[config.mk]
export PLATFORM = sky130hd
export DESIGN_NAME = vram_arbiter_flat
export DESIGN_NICKNAME = d
export VERILOG_FILES = /design/src/rtl/vram_pkg.sv /design/src/rtl/vram_arbiter_if.sv /design/src/rtl/vram_prio.sv /design/src/rtl/vram_arbiter.sv /design/src/flat_wrapper.sv
export SDC_FILE = /design/constraint.sdc
export NUM_CORES = 1
export LEC_CHECK = 0
export CAP_MARGIN = 20
export CORE_MARGIN = 1
export CORE_UTILIZATION = 44
export DETAILED_ROUTE_END_ITERATION = 10
export GPL_TIMING_DRIVEN = 0
export HOLD_SLACK_MARGIN = 0.06
export PLACE_DENSITY = 0.81
export SLEW_MARGIN = 40
export SYNTH_ARGS = -nofsm -noshare
export SYNTH_HDL_FRONTEND = slang
export SYNTH_SLANG_ARGS = --single-unit
[constraint.sdc]
create_clock -name clk -period 3.7 [get_ports clk]
set_input_delay 0.555 -clock clk [delete_from_list [all_inputs] [get_ports clk]]
set_output_delay 0.555 -clock clk [all_outputs]
set_load 0.1 [all_outputs]
[src/rtl/vram_pkg.sv]
// Shared types and defaults for the VRAM arbiter: FSM states, grant encoding
// and the default RAM geometry.
package vram_pkg;

    localparam int AW_DEF = 15;
    localparam int DW_DEF = 8;

    typedef enum logic [1:0] {
        IDLE   = 2'd0,
        ACCESS = 2'd1,
        RETURN = 2'd2
    } state_e;

    typedef enum logic [1:0] {
        G_VID = 2'd0,
        G_CPU = 2'd1,
        G_BM  = 2'd2
    } grant_e;

    // Which of the two round-robin ports was served most recently.
    typedef enum logic {
        LG_CPU = 1'b0,
        LG_BM  = 1'b1
    } last_grant_e;

endpackage : vram_pkg

[src/rtl/vram_arbiter_if.sv]
// Bundle of the video, CPU, bit-mode writer and RAM signals around the arbiter.
// The arbiter uses the slave view; requesters and the RAM sit on the master view.
interface vram_arbiter_if
    import vram_pkg::*;
#(
    parameter int AW = AW_DEF,
    parameter int DW = DW_DEF
);

    logic          vid_req;
    logic [AW-1:0] vid_addr;
    logic [DW-1:0] vid_data;
    logic          vid_valid;
    logic          vid_overrun;

    logic          cpu_req;
    logic          cpu_we;
    logic [AW-1:0] cpu_addr;
    logic [DW-1:0] cpu_wdata;
    logic [DW-1:0] cpu_rdata;
    logic          cpu_ack;

    logic          bm_req;
    logic          bm_we;
    logic [AW-1:0] bm_addr;
    logic [DW-1:0] bm_wdata;
    logic [DW-1:0] bm_rdata;
    logic          bm_ack;

    logic [AW-1:0] ram_addr;
    logic          ram_we;
    logic [DW-1:0] ram_wdata;
    logic [DW-1:0] ram_rdata;

    modport slave (
        input  vid_req, vid_addr,
        input  cpu_req, cpu_we, cpu_addr, cpu_wdata,
        input  bm_req, bm_we, bm_addr, bm_wdata,
        input  ram_rdata,
        output vid_data, vid_valid, vid_overrun,
        output cpu_rdata, cpu_ack,
        output bm_rdata, bm_ack,
        output ram_addr, ram_we, ram_wdata
    );

    modport master (
        output vid_req, vid_addr,
        output cpu_req, cpu_we, cpu_addr, cpu_wdata,
        output bm_req, bm_we, bm_addr, bm_wdata,
        output ram_rdata,
        input  vid_data, vid_valid, vid_overrun,
        input  cpu_rdata, cpu_ack,
        input  bm_rdata, bm_ack,
        input  ram_addr, ram_we, ram_wdata
    );

endinterface : vram_arbiter_if

[src/rtl/vram_prio.sv]
// Grant decision: pending video fetch always wins, otherwise CPU and bit-mode
// writer alternate when both are asking. Purely combinational.
module vram_prio
    import vram_pkg::*;
(
    input  logic        vid_pend,
    input  logic        cpu_req,
    input  logic        bm_req,
    input  last_grant_e last_grant,
    output grant_e      grant
);

    // NOTE: every output gets a default before any branch so no path can
    // leave it unassigned and infer a latch.
    always_comb begin
        grant = G_VID;
        if (vid_pend) begin
            grant = G_VID;
        end else if (cpu_req && bm_req) begin
            grant = (last_grant == LG_BM) ? G_CPU : G_BM;
        end else if (cpu_req) begin
            grant = G_CPU;
        end else if (bm_req) begin
            grant = G_BM;
        end
    end

endmodule : vram_prio

[src/rtl/vram_arbiter.sv]
// Single-port VRAM arbiter: video fetch, CPU and bit-mode writer share one
// synchronous RAM, one access every two cycles (ACCESS then RETURN).
module vram_arbiter
    import vram_pkg::*;
#(
    parameter int AW = AW_DEF,
    parameter int DW = DW_DEF
)
(
    input  logic           clk,
    input  logic           reset_n,
    vram_arbiter_if.slave  bus
);

    state_e        state_q, state_d;
    grant_e        cur_q;
    grant_e        grant_w;
    last_grant_e   last_grant_q;
    logic          rst_done_q;

    logic          vid_pend_q;
    logic [AW-1:0] vid_pend_addr_q;
    logic          vid_overrun_q;

    logic [AW-1:0] ram_addr_q;
    logic [DW-1:0] ram_wdata_q;
    logic          ram_we_q;

    logic [DW-1:0] vid_data_q;
    logic [DW-1:0] cpu_rdata_q;
    logic [DW-1:0] bm_rdata_q;

    logic          in_return;
    logic          vid_done, cpu_done, bm_done;
    logic          vid_want, cpu_want, bm_want;
    logic          arb_slot, grant_now;

    logic [AW-1:0] acc_addr;
    logic [DW-1:0] acc_wdata;
    logic          acc_we;

    // ------------------------------------------------------------------
    // Arbitration inputs. The port finishing in RETURN is masked so a
    // requester still holding req during its ack cycle is not re-granted
    // for the same transaction; a fresh vid_req competes in its own cycle.
    // ------------------------------------------------------------------
    assign in_return = (state_q == RETURN);
    assign vid_done  = in_return && (cur_q == G_VID);
    assign cpu_done  = in_return && (cur_q == G_CPU);
    assign bm_done   = in_return && (cur_q == G_BM);

    assign vid_want  = bus.vid_req | (vid_pend_q & ~vid_done);
    assign cpu_want  = bus.cpu_req & ~cpu_done;
    assign bm_want   = bus.bm_req  & ~bm_done;

    // rst_done_q holds off the first grant by one edge after reset release.
    assign arb_slot  = rst_done_q && ((state_q == IDLE) || in_return);
    assign grant_now = arb_slot && (vid_want || cpu_want || bm_want);

    vram_prio u_prio (
        .vid_pend   (vid_want),
        .cpu_req    (cpu_want),
        .bm_req     (bm_want),
        .last_grant (last_grant_q),
        .grant      (grant_w)
    );

    // ------------------------------------------------------------------
    // FSM next state
    // ------------------------------------------------------------------
    always_comb begin
        state_d = state_q;
        unique case (state_q)
            IDLE:    if (grant_now) state_d = ACCESS;
            ACCESS:  state_d = RETURN;
            RETURN:  state_d = grant_now ? ACCESS : IDLE;
            default: state_d = IDLE;
        endcase
    end

    // Winning port's access fields; video never writes and keeps the old wdata.
    always_comb begin
        acc_addr  = ram_addr_q;
        acc_wdata = ram_wdata_q;
        acc_we    = 1'b0;
        unique case (grant_w)
            G_VID: acc_addr = bus.vid_req ? bus.vid_addr : vid_pend_addr_q;
            G_CPU: begin
                acc_addr  = bus.cpu_addr;
                acc_wdata = bus.cpu_wdata;
                acc_we    = bus.cpu_we;
            end
            G_BM: begin
                acc_addr  = bus.bm_addr;
                acc_wdata = bus.bm_wdata;
                acc_we    = bus.bm_we;
            end
            default: ;
        endcase
    end

    // NOTE: clocked state uses non-blocking assignments so every register
    // samples pre-edge values regardless of statement order.
    always_ff @(posedge clk or negedge reset_n) begin
        if (!reset_n) begin
            state_q    <= IDLE;
            rst_done_q <= 1'b0;
        end else begin
            state_q    <= state_d;
            rst_done_q <= 1'b1;
        end
    end

    // RAM drive registers: loaded at the grant edge, so they are valid for
    // exactly the ACCESS cycle; address and data then hold.
    always_ff @(posedge clk or negedge reset_n) begin
        if (!reset_n) begin
            cur_q        <= G_VID;
            last_grant_q <= LG_BM;
            ram_addr_q   <= '0;
            ram_wdata_q  <= '0;
            ram_we_q     <= 1'b0;
        end else if (grant_now) begin
            cur_q       <= grant_w;
            ram_addr_q  <= acc_addr;
            ram_wdata_q <= acc_wdata;
            ram_we_q    <= acc_we;
            if (grant_w != G_VID) begin
                last_grant_q <= (grant_w == G_BM) ? LG_BM : LG_CPU;
            end
        end else begin
            ram_we_q <= 1'b0;
        end
    end

    // Video pending slot. A new pulse on the cycle the old fetch returns just
    // re-arms the slot; any other pulse while pending is an overrun.
    always_ff @(posedge clk or negedge reset_n) begin
        if (!reset_n) begin
            vid_pend_q      <= 1'b0;
            vid_pend_addr_q <= '0;
            vid_overrun_q   <= 1'b0;
        end else if (bus.vid_req) begin
            vid_pend_q      <= 1'b1;
            vid_pend_addr_q <= bus.vid_addr;
            if (vid_pend_q && !vid_done) begin
                vid_overrun_q <= 1'b1;
            end
        end else if (vid_done) begin
            vid_pend_q <= 1'b0;
        end
    end

    // Read-data holding registers for the cycles between strobes.
    always_ff @(posedge clk or negedge reset_n) begin
        if (!reset_n) begin
            vid_data_q  <= '0;
            cpu_rdata_q <= '0;
            bm_rdata_q  <= '0;
        end else begin
            if (vid_done) vid_data_q  <= bus.ram_rdata;
            if (cpu_done) cpu_rdata_q <= bus.ram_rdata;
            if (bm_done)  bm_rdata_q  <= bus.ram_rdata;
        end
    end

    // ------------------------------------------------------------------
    // Outputs: RETURN passes ram_rdata straight through so data and strobe
    // appear two cycles after the grant.
    // ------------------------------------------------------------------
    assign bus.vid_valid   = vid_done;
    assign bus.vid_data    = vid_done ? bus.ram_rdata : vid_data_q;
    assign bus.vid_overrun = vid_overrun_q;

    assign bus.cpu_ack     = cpu_done;
    assign bus.cpu_rdata   = cpu_done ? bus.ram_rdata : cpu_rdata_q;

    assign bus.bm_ack      = bm_done;
    assign bus.bm_rdata    = bm_done ? bus.ram_rdata : bm_rdata_q;

    assign bus.ram_addr    = ram_addr_q;
    assign bus.ram_wdata   = ram_wdata_q;
    assign bus.ram_we      = ram_we_q;

endmodule : vram_arbiter

[src/flat_wrapper.sv]
// flat-port wrapper written by rule: the top's interface ports become plain ports
module vram_arbiter_flat import vram_pkg::*;
#(
    parameter int AW = AW_DEF,
    parameter int DW = DW_DEF
)
  (clk, reset_n, bus_vid_req, bus_vid_addr, bus_cpu_req, bus_cpu_we, bus_cpu_addr, bus_cpu_wdata, bus_bm_req, bus_bm_we, bus_bm_addr, bus_bm_wdata, bus_ram_rdata, bus_vid_data, bus_vid_valid, bus_vid_overrun, bus_cpu_rdata, bus_cpu_ack, bus_bm_rdata, bus_bm_ack, bus_ram_addr, bus_ram_we, bus_ram_wdata);
  vram_arbiter_if #(.AW(AW), .DW(DW)) bus_i ();
  input  logic clk;
  input  logic reset_n;
  input wire logic [$bits(bus_i.vid_req)-1:0] bus_vid_req;
  input wire logic [$bits(bus_i.vid_addr)-1:0] bus_vid_addr;
  input wire logic [$bits(bus_i.cpu_req)-1:0] bus_cpu_req;
  input wire logic [$bits(bus_i.cpu_we)-1:0] bus_cpu_we;
  input wire logic [$bits(bus_i.cpu_addr)-1:0] bus_cpu_addr;
  input wire logic [$bits(bus_i.cpu_wdata)-1:0] bus_cpu_wdata;
  input wire logic [$bits(bus_i.bm_req)-1:0] bus_bm_req;
  input wire logic [$bits(bus_i.bm_we)-1:0] bus_bm_we;
  input wire logic [$bits(bus_i.bm_addr)-1:0] bus_bm_addr;
  input wire logic [$bits(bus_i.bm_wdata)-1:0] bus_bm_wdata;
  input wire logic [$bits(bus_i.ram_rdata)-1:0] bus_ram_rdata;
  output wire logic [$bits(bus_i.vid_data)-1:0] bus_vid_data;
  output wire logic [$bits(bus_i.vid_valid)-1:0] bus_vid_valid;
  output wire logic [$bits(bus_i.vid_overrun)-1:0] bus_vid_overrun;
  output wire logic [$bits(bus_i.cpu_rdata)-1:0] bus_cpu_rdata;
  output wire logic [$bits(bus_i.cpu_ack)-1:0] bus_cpu_ack;
  output wire logic [$bits(bus_i.bm_rdata)-1:0] bus_bm_rdata;
  output wire logic [$bits(bus_i.bm_ack)-1:0] bus_bm_ack;
  output wire logic [$bits(bus_i.ram_addr)-1:0] bus_ram_addr;
  output wire logic [$bits(bus_i.ram_we)-1:0] bus_ram_we;
  output wire logic [$bits(bus_i.ram_wdata)-1:0] bus_ram_wdata;
  assign bus_i.vid_req = bus_vid_req;
  assign bus_i.vid_addr = bus_vid_addr;
  assign bus_i.cpu_req = bus_cpu_req;
  assign bus_i.cpu_we = bus_cpu_we;
  assign bus_i.cpu_addr = bus_cpu_addr;
  assign bus_i.cpu_wdata = bus_cpu_wdata;
  assign bus_i.bm_req = bus_bm_req;
  assign bus_i.bm_we = bus_bm_we;
  assign bus_i.bm_addr = bus_bm_addr;
  assign bus_i.bm_wdata = bus_bm_wdata;
  assign bus_i.ram_rdata = bus_ram_rdata;
  assign bus_vid_data = bus_i.vid_data;
  assign bus_vid_valid = bus_i.vid_valid;
  assign bus_vid_overrun = bus_i.vid_overrun;
  assign bus_cpu_rdata = bus_i.cpu_rdata;
  assign bus_cpu_ack = bus_i.cpu_ack;
  assign bus_bm_rdata = bus_i.bm_rdata;
  assign bus_bm_ack = bus_i.bm_ack;
  assign bus_ram_addr = bus_i.ram_addr;
  assign bus_ram_we = bus_i.ram_we;
  assign bus_ram_wdata = bus_i.ram_wdata;
  vram_arbiter #(.AW(AW), .DW(DW)) u_core (.clk(clk), .reset_n(reset_n), .bus(bus_i));
endmodule
==> results.txt, run 1 <==
The flow ran to the end, and the final reports show no timing, DRC or antenna violations. Global-route wire length before repair: 12800 µm. The tools report the H-tree depth as 3. The die is 87.8 µm tall. Clock latency on the worst-skew pair, taken at its later pin, is 0.34 ns. Clock-pin slew on the worst setup and hold paths: 0.07 ns.

Static timing analysis puts the maximum clock frequency at 288 MHz. After detailed routing, the average wire length per cell comes to 15.5 µm. The logs give 0 for the residual overflow from global routing and 54.9% for the fraction of the yosys area taken by sequential cells.

The count of nets left with antenna violations after detail routing was 0; the synthesized-area fraction occupied by ao, oa, aoi and oai cells was 9.20%. The number of nets produced by synthesis is 370, and the buffers inserted during post-CTS setup optimization is 0. The final layout contains routed wiring with a total length of 8180 µm. The initial utilization of the core area, before any placement, comes to 46.6%. After Yosys synthesis, full adders, half adders and majority gates account for 1.55% of the synthesized area. The initial antenna violation count is 0. After the last flow step, the layout net total stands at 508.

The clock drives 71 sinks. In the final layout, the share of cells above drive strength 1 is 29.3%. The tool flagged a number of max-cap violations equal to 0.

The min-delay analysis places its worst path in the category primary input to asynchronous set/reset pin. TritonCTS built the clock tree. The run gives 6940 µm² as the placeable core region.

Between clock sinks in the finished design, the worst skew comes to 0.00717 ns. In this run the critical register-to-register path is launched from u_core.state_q[0]. The logs give 290 for the synthesized instance count and 0.226 ns for the minimum setup slack in the final design. Setup violations remaining at the end of the flow were counted as 0.

In this run, the number of DRC markers left after iteration 0 of detailed routing was 144. The synthesized netlist devotes 0% of its cell area to XOR and XNOR gates. For this run, global-route usage on met2 was measured as 34.1%. The combined global-route utilization of all metal layers is 22.0%. The final weighted congestion in routability-driven placement was 0.796. The worst setup path is captured at a flip-flop. After synthesis, the share of cell area in mux cells is 18.2%. The worst-margin pin slew is 0.613 ns, and the part of the cycle the worst path needs is 93.9%. The per-instance average area after synthesis was 11.2 µm². The main combinational cell family by area after synthesis is multiplexers.

The worst pin sits at a relative slew slack of 59.1%. The number of global-route vias before repair was 2611; the total half-perimeter wirelength after legalization and detailed placement was 6000 µm. The worst reg-to-reg path cell count works out to 10.

Number of inserted diodes: 0. Traced cell by cell, the critical path runs through or4b_1 -> a21o_1 -> buf_6 -> nor3_4 -> inv_1 -> ha_1 -> nor3b_2 -> o21ai_0 -> o2bb2ai_4 -> mux2_2. Timing analysis after detailed placement gives a worst setup slack of -0.168 ns. After detailed routing, the number of remaining DRC violations is 0. The worst setup path is launched from a flip-flop. The tools report the die area as 7700 µm².

Entering global routing, the biggest net connects 47 pins. The final route contains 2648 vias. The worst-path maximum fanout is 9, and the met3 usage is 4.52%. The layer flagged by global routing as most heavily used is met2.

Buffers inserted during clock tree synthesis total 9. Input and output buffers added on the ports amount to 126. At the worst endpoint, the required time is 3.92 ns. For this run, the number of Yosys warnings is 0. Final-report hold violation count: 0.

The relative area change from synthesis to final layout works out to 42.8%. The slowest stage of the critical path belongs to the cell sky130_fd_sc_hd__or4b_1. Count of final max-slew check failures: 0. In the global route stage, met1 resource usage came out at 29.7%.

The number of cell rows is 30, and the width of the die is 87.8 µm. Simple-gate share of the synthesized area: 13.1%. The setup path with the least slack is of type flip-flop to flip-flop.

Grouping stages by cell kind, the critical path spends the most delay in simple AND/OR/NAND/NOR gates. The worst flop-to-flop path endpoint is u_core.bus.ram_wdata[6]. After detailed routing, the number of vias per cell comes to 5.01. The tools report the arrival time at the worst endpoint as 3.70 ns.

The post-route minimum period came out at 3.47 ns. The mapped netlist covers 3240 µm². The library cell used as clock root buffer was sky130_fd_sc_hd__clkbuf_8. The delay of the slowest cell on the worst path was 0.52 ns; the deepest clock path buffer count was 2. Counting both buffers and inverters, the worst setup path holds a total of 2. For this run, the detailed router's first-pass iteration total came to 4. Setup repair after global routing left no endpoint under its margin. The number of register bits inferred by synthesis was 71; the reg-to-reg setup timing slack was 0.23 ns. The boundary pin count was 128; the number of distinct library cells after synthesis was 32. The final core utilization came out at 66.5%.
-- sequential cells by signal, indices dropped and copies added (netlist names), 2 cells and up --
register / flops
u_core.bus.ram_addr: 15
u_core.cur_q: 2
u_core.bus.ram_wdata: 8
u_core.cpu_rdata_q: 8
u_core.bm_rdata_q: 8
u_core.vid_data_q: 8
u_core.vid_pend_addr_q: 15
u_core.state_q: 2
-- per-layer routing --
metal,up-vias,share of wire [%]
li1,1269,-
met1,1279,45
met2,87,48
met3,13,5.6
met4,0,1.7
met5,-,0
-- placed cells by master, fill, tap and decap left out, types with 2 or more instances in the layout --
master / n
sky130_fd_sc_hd__clkbuf_8: 9
sky130_fd_sc_hd__clkdlybuf4s50_1: 73
sky130_fd_sc_hd__dfrtp_1: 70
sky130_fd_sc_hd__buf_1: 2
sky130_fd_sc_hd__ha_1: 4
sky130_fd_sc_hd__clkinv_2: 2
sky130_fd_sc_hd__buf_6: 3
sky130_fd_sc_hd__inv_1: 4
sky130_fd_sc_hd__clkinv_1: 2
sky130_fd_sc_hd__nor3b_1: 2
sky130_fd_sc_hd__mux2_2: 39
sky130_fd_sc_hd__clkbuf_1: 12
sky130_fd_sc_hd__nand2_1: 89
sky130_fd_sc_hd__a22oi_1: 15
sky130_fd_sc_hd__o21ai_0: 19
sky130_fd_sc_hd__buf_2: 53
sky130_fd_sc_hd__nor2b_1: 2
sky130_fd_sc_hd__bufinv_16: 2
sky130_fd_sc_hd__mux2_4: 10
sky130_fd_sc_hd__nand4bb_1: 2
-- metrics by stage --
step	TNS, ns	cell area (µm²)	hold slack, ns	std cells
floorplan	0	3240	0.259	290
global placement	-20.61	4620	0.453	512
detailed placement	-1.23	4390	0.434	513
CTS	0	4610	0.0629	529
global route	0	4620	0.0782	529
finish	0	4620	0.0664	529
-- cell families (layout without fill, tap and decap cells) --
family	count (synthesis)	after routing
buf+inv	21	164
compound gates	43	43
fa+ha+maj	4	4
mux	49	49
flops	71	71
simple gates	101	101
other cells	1	1
-- how the worst max path moves through the flow --
stage | startpoint | depth (start not counted) | slack (ns) | endpoint
4_1_cts | u_core.state_q[0] | 10 | 0.18 | u_core.bus.ram_wdata[6]
5_1_grt | u_core.state_q[0] | 9 | 0.02 | u_core.bus.ram_wdata[6]
3_3_place_gp | reset_n | 1 | -0.30 | u_core.bus.ram_wdata[7]
6_report | u_core.state_q[0] | 10 | 0.23 | u_core.bus.ram_wdata[6]
3_5_place_dp | u_core.state_q[0] | 10 | -0.17 | u_core.bus.ram_wdata[6]
2_1_floorplan | u_core.cur_q[0] | 10 | 0.43 | u_core.bus.ram_wdata[0]
-- layout make-up --
| cell class | count | area, µm² |
|---|---|---|
| buffer | 14 | 68.8 |
| timing repair buffer | 127 | 1030 |
| sequential | 71 | 1780 |
| inverter | 7 | 26.3 |
| multi-input combinational | 198 | 1390 |
| fill | 540 | 2320 |
| tap | 96 | 120 |
| clock buffer | 12 | 135 |
| clock inverter | 4 | 70.1 |
-- cell usage after synthesis --
master                      instances  area [µm²]
sky130_fd_sc_hd__or4b_1             1        10.0
sky130_fd_sc_hd__o2bb2ai_1          1        8.76
sky130_fd_sc_hd__mux2_2            39         439
sky130_fd_sc_hd__a2bb2oi_1          1        8.76
sky130_fd_sc_hd__buf_2              1        5.00
sky130_fd_sc_hd__a22oi_1           15         113
sky130_fd_sc_hd__a21o_1             1        7.51
sky130_fd_sc_hd__nor2b_1            2        12.5
sky130_fd_sc_hd__nor2_1             1        3.75
sky130_fd_sc_hd__dfrtp_1           70        1750
sky130_fd_sc_hd__nand4bb_1          2        22.5
sky130_fd_sc_hd__mux2_4            10         150
sky130_fd_sc_hd__buf_6              2        22.5
sky130_fd_sc_hd__o311ai_0           1        8.76
sky130_fd_sc_hd__conb_1             1        3.75
sky130_fd_sc_hd__dfstp_2            1        26.3
sky130_fd_sc_hd__and2_1             1        6.26
sky130_fd_sc_hd__o21ai_0           19        95.1
sky130_fd_sc_hd__clkinv_1           2        7.51
sky130_fd_sc_hd__inv_1              4        15.0
sky130_fd_sc_hd__clkbuf_1           9        33.8
sky130_fd_sc_hd__o2bb2ai_2          2        30.0
sky130_fd_sc_hd__nand2_1           89         334
sky130_fd_sc_hd__a31o_2             1        8.76
sky130_fd_sc_hd__ha_1               4        50.1
sky130_fd_sc_hd__o41ai_1            1        8.76
sky130_fd_sc_hd__and3_1             1        6.26
sky130_fd_sc_hd__a21oi_2            1        8.76
sky130_fd_sc_hd__nor3_1             1        5.00
sky130_fd_sc_hd__inv_2              1        3.75
sky130_fd_sc_hd__buf_1              2        7.51
sky130_fd_sc_hd__nor3b_1            3        22.5
-- timing repair --
item,4_1_cts,5_1_grt
gates resized for setup,3,1
hold buffers,0,0
endpoints found under the setup margin,8,8
Power of run 1 is left out: the tool's default activity adds up to more than one toggle a clock period on the data nets, which glitch-free logic cannot reach.
==> run 2: changes to the inputs <==
CAP_MARGIN = unset   (was 20)
==> results of run 2 <==
The final DEF is identical to that of run 1; final timing and power are the same.
Power of run 2 is left out for the same reason.
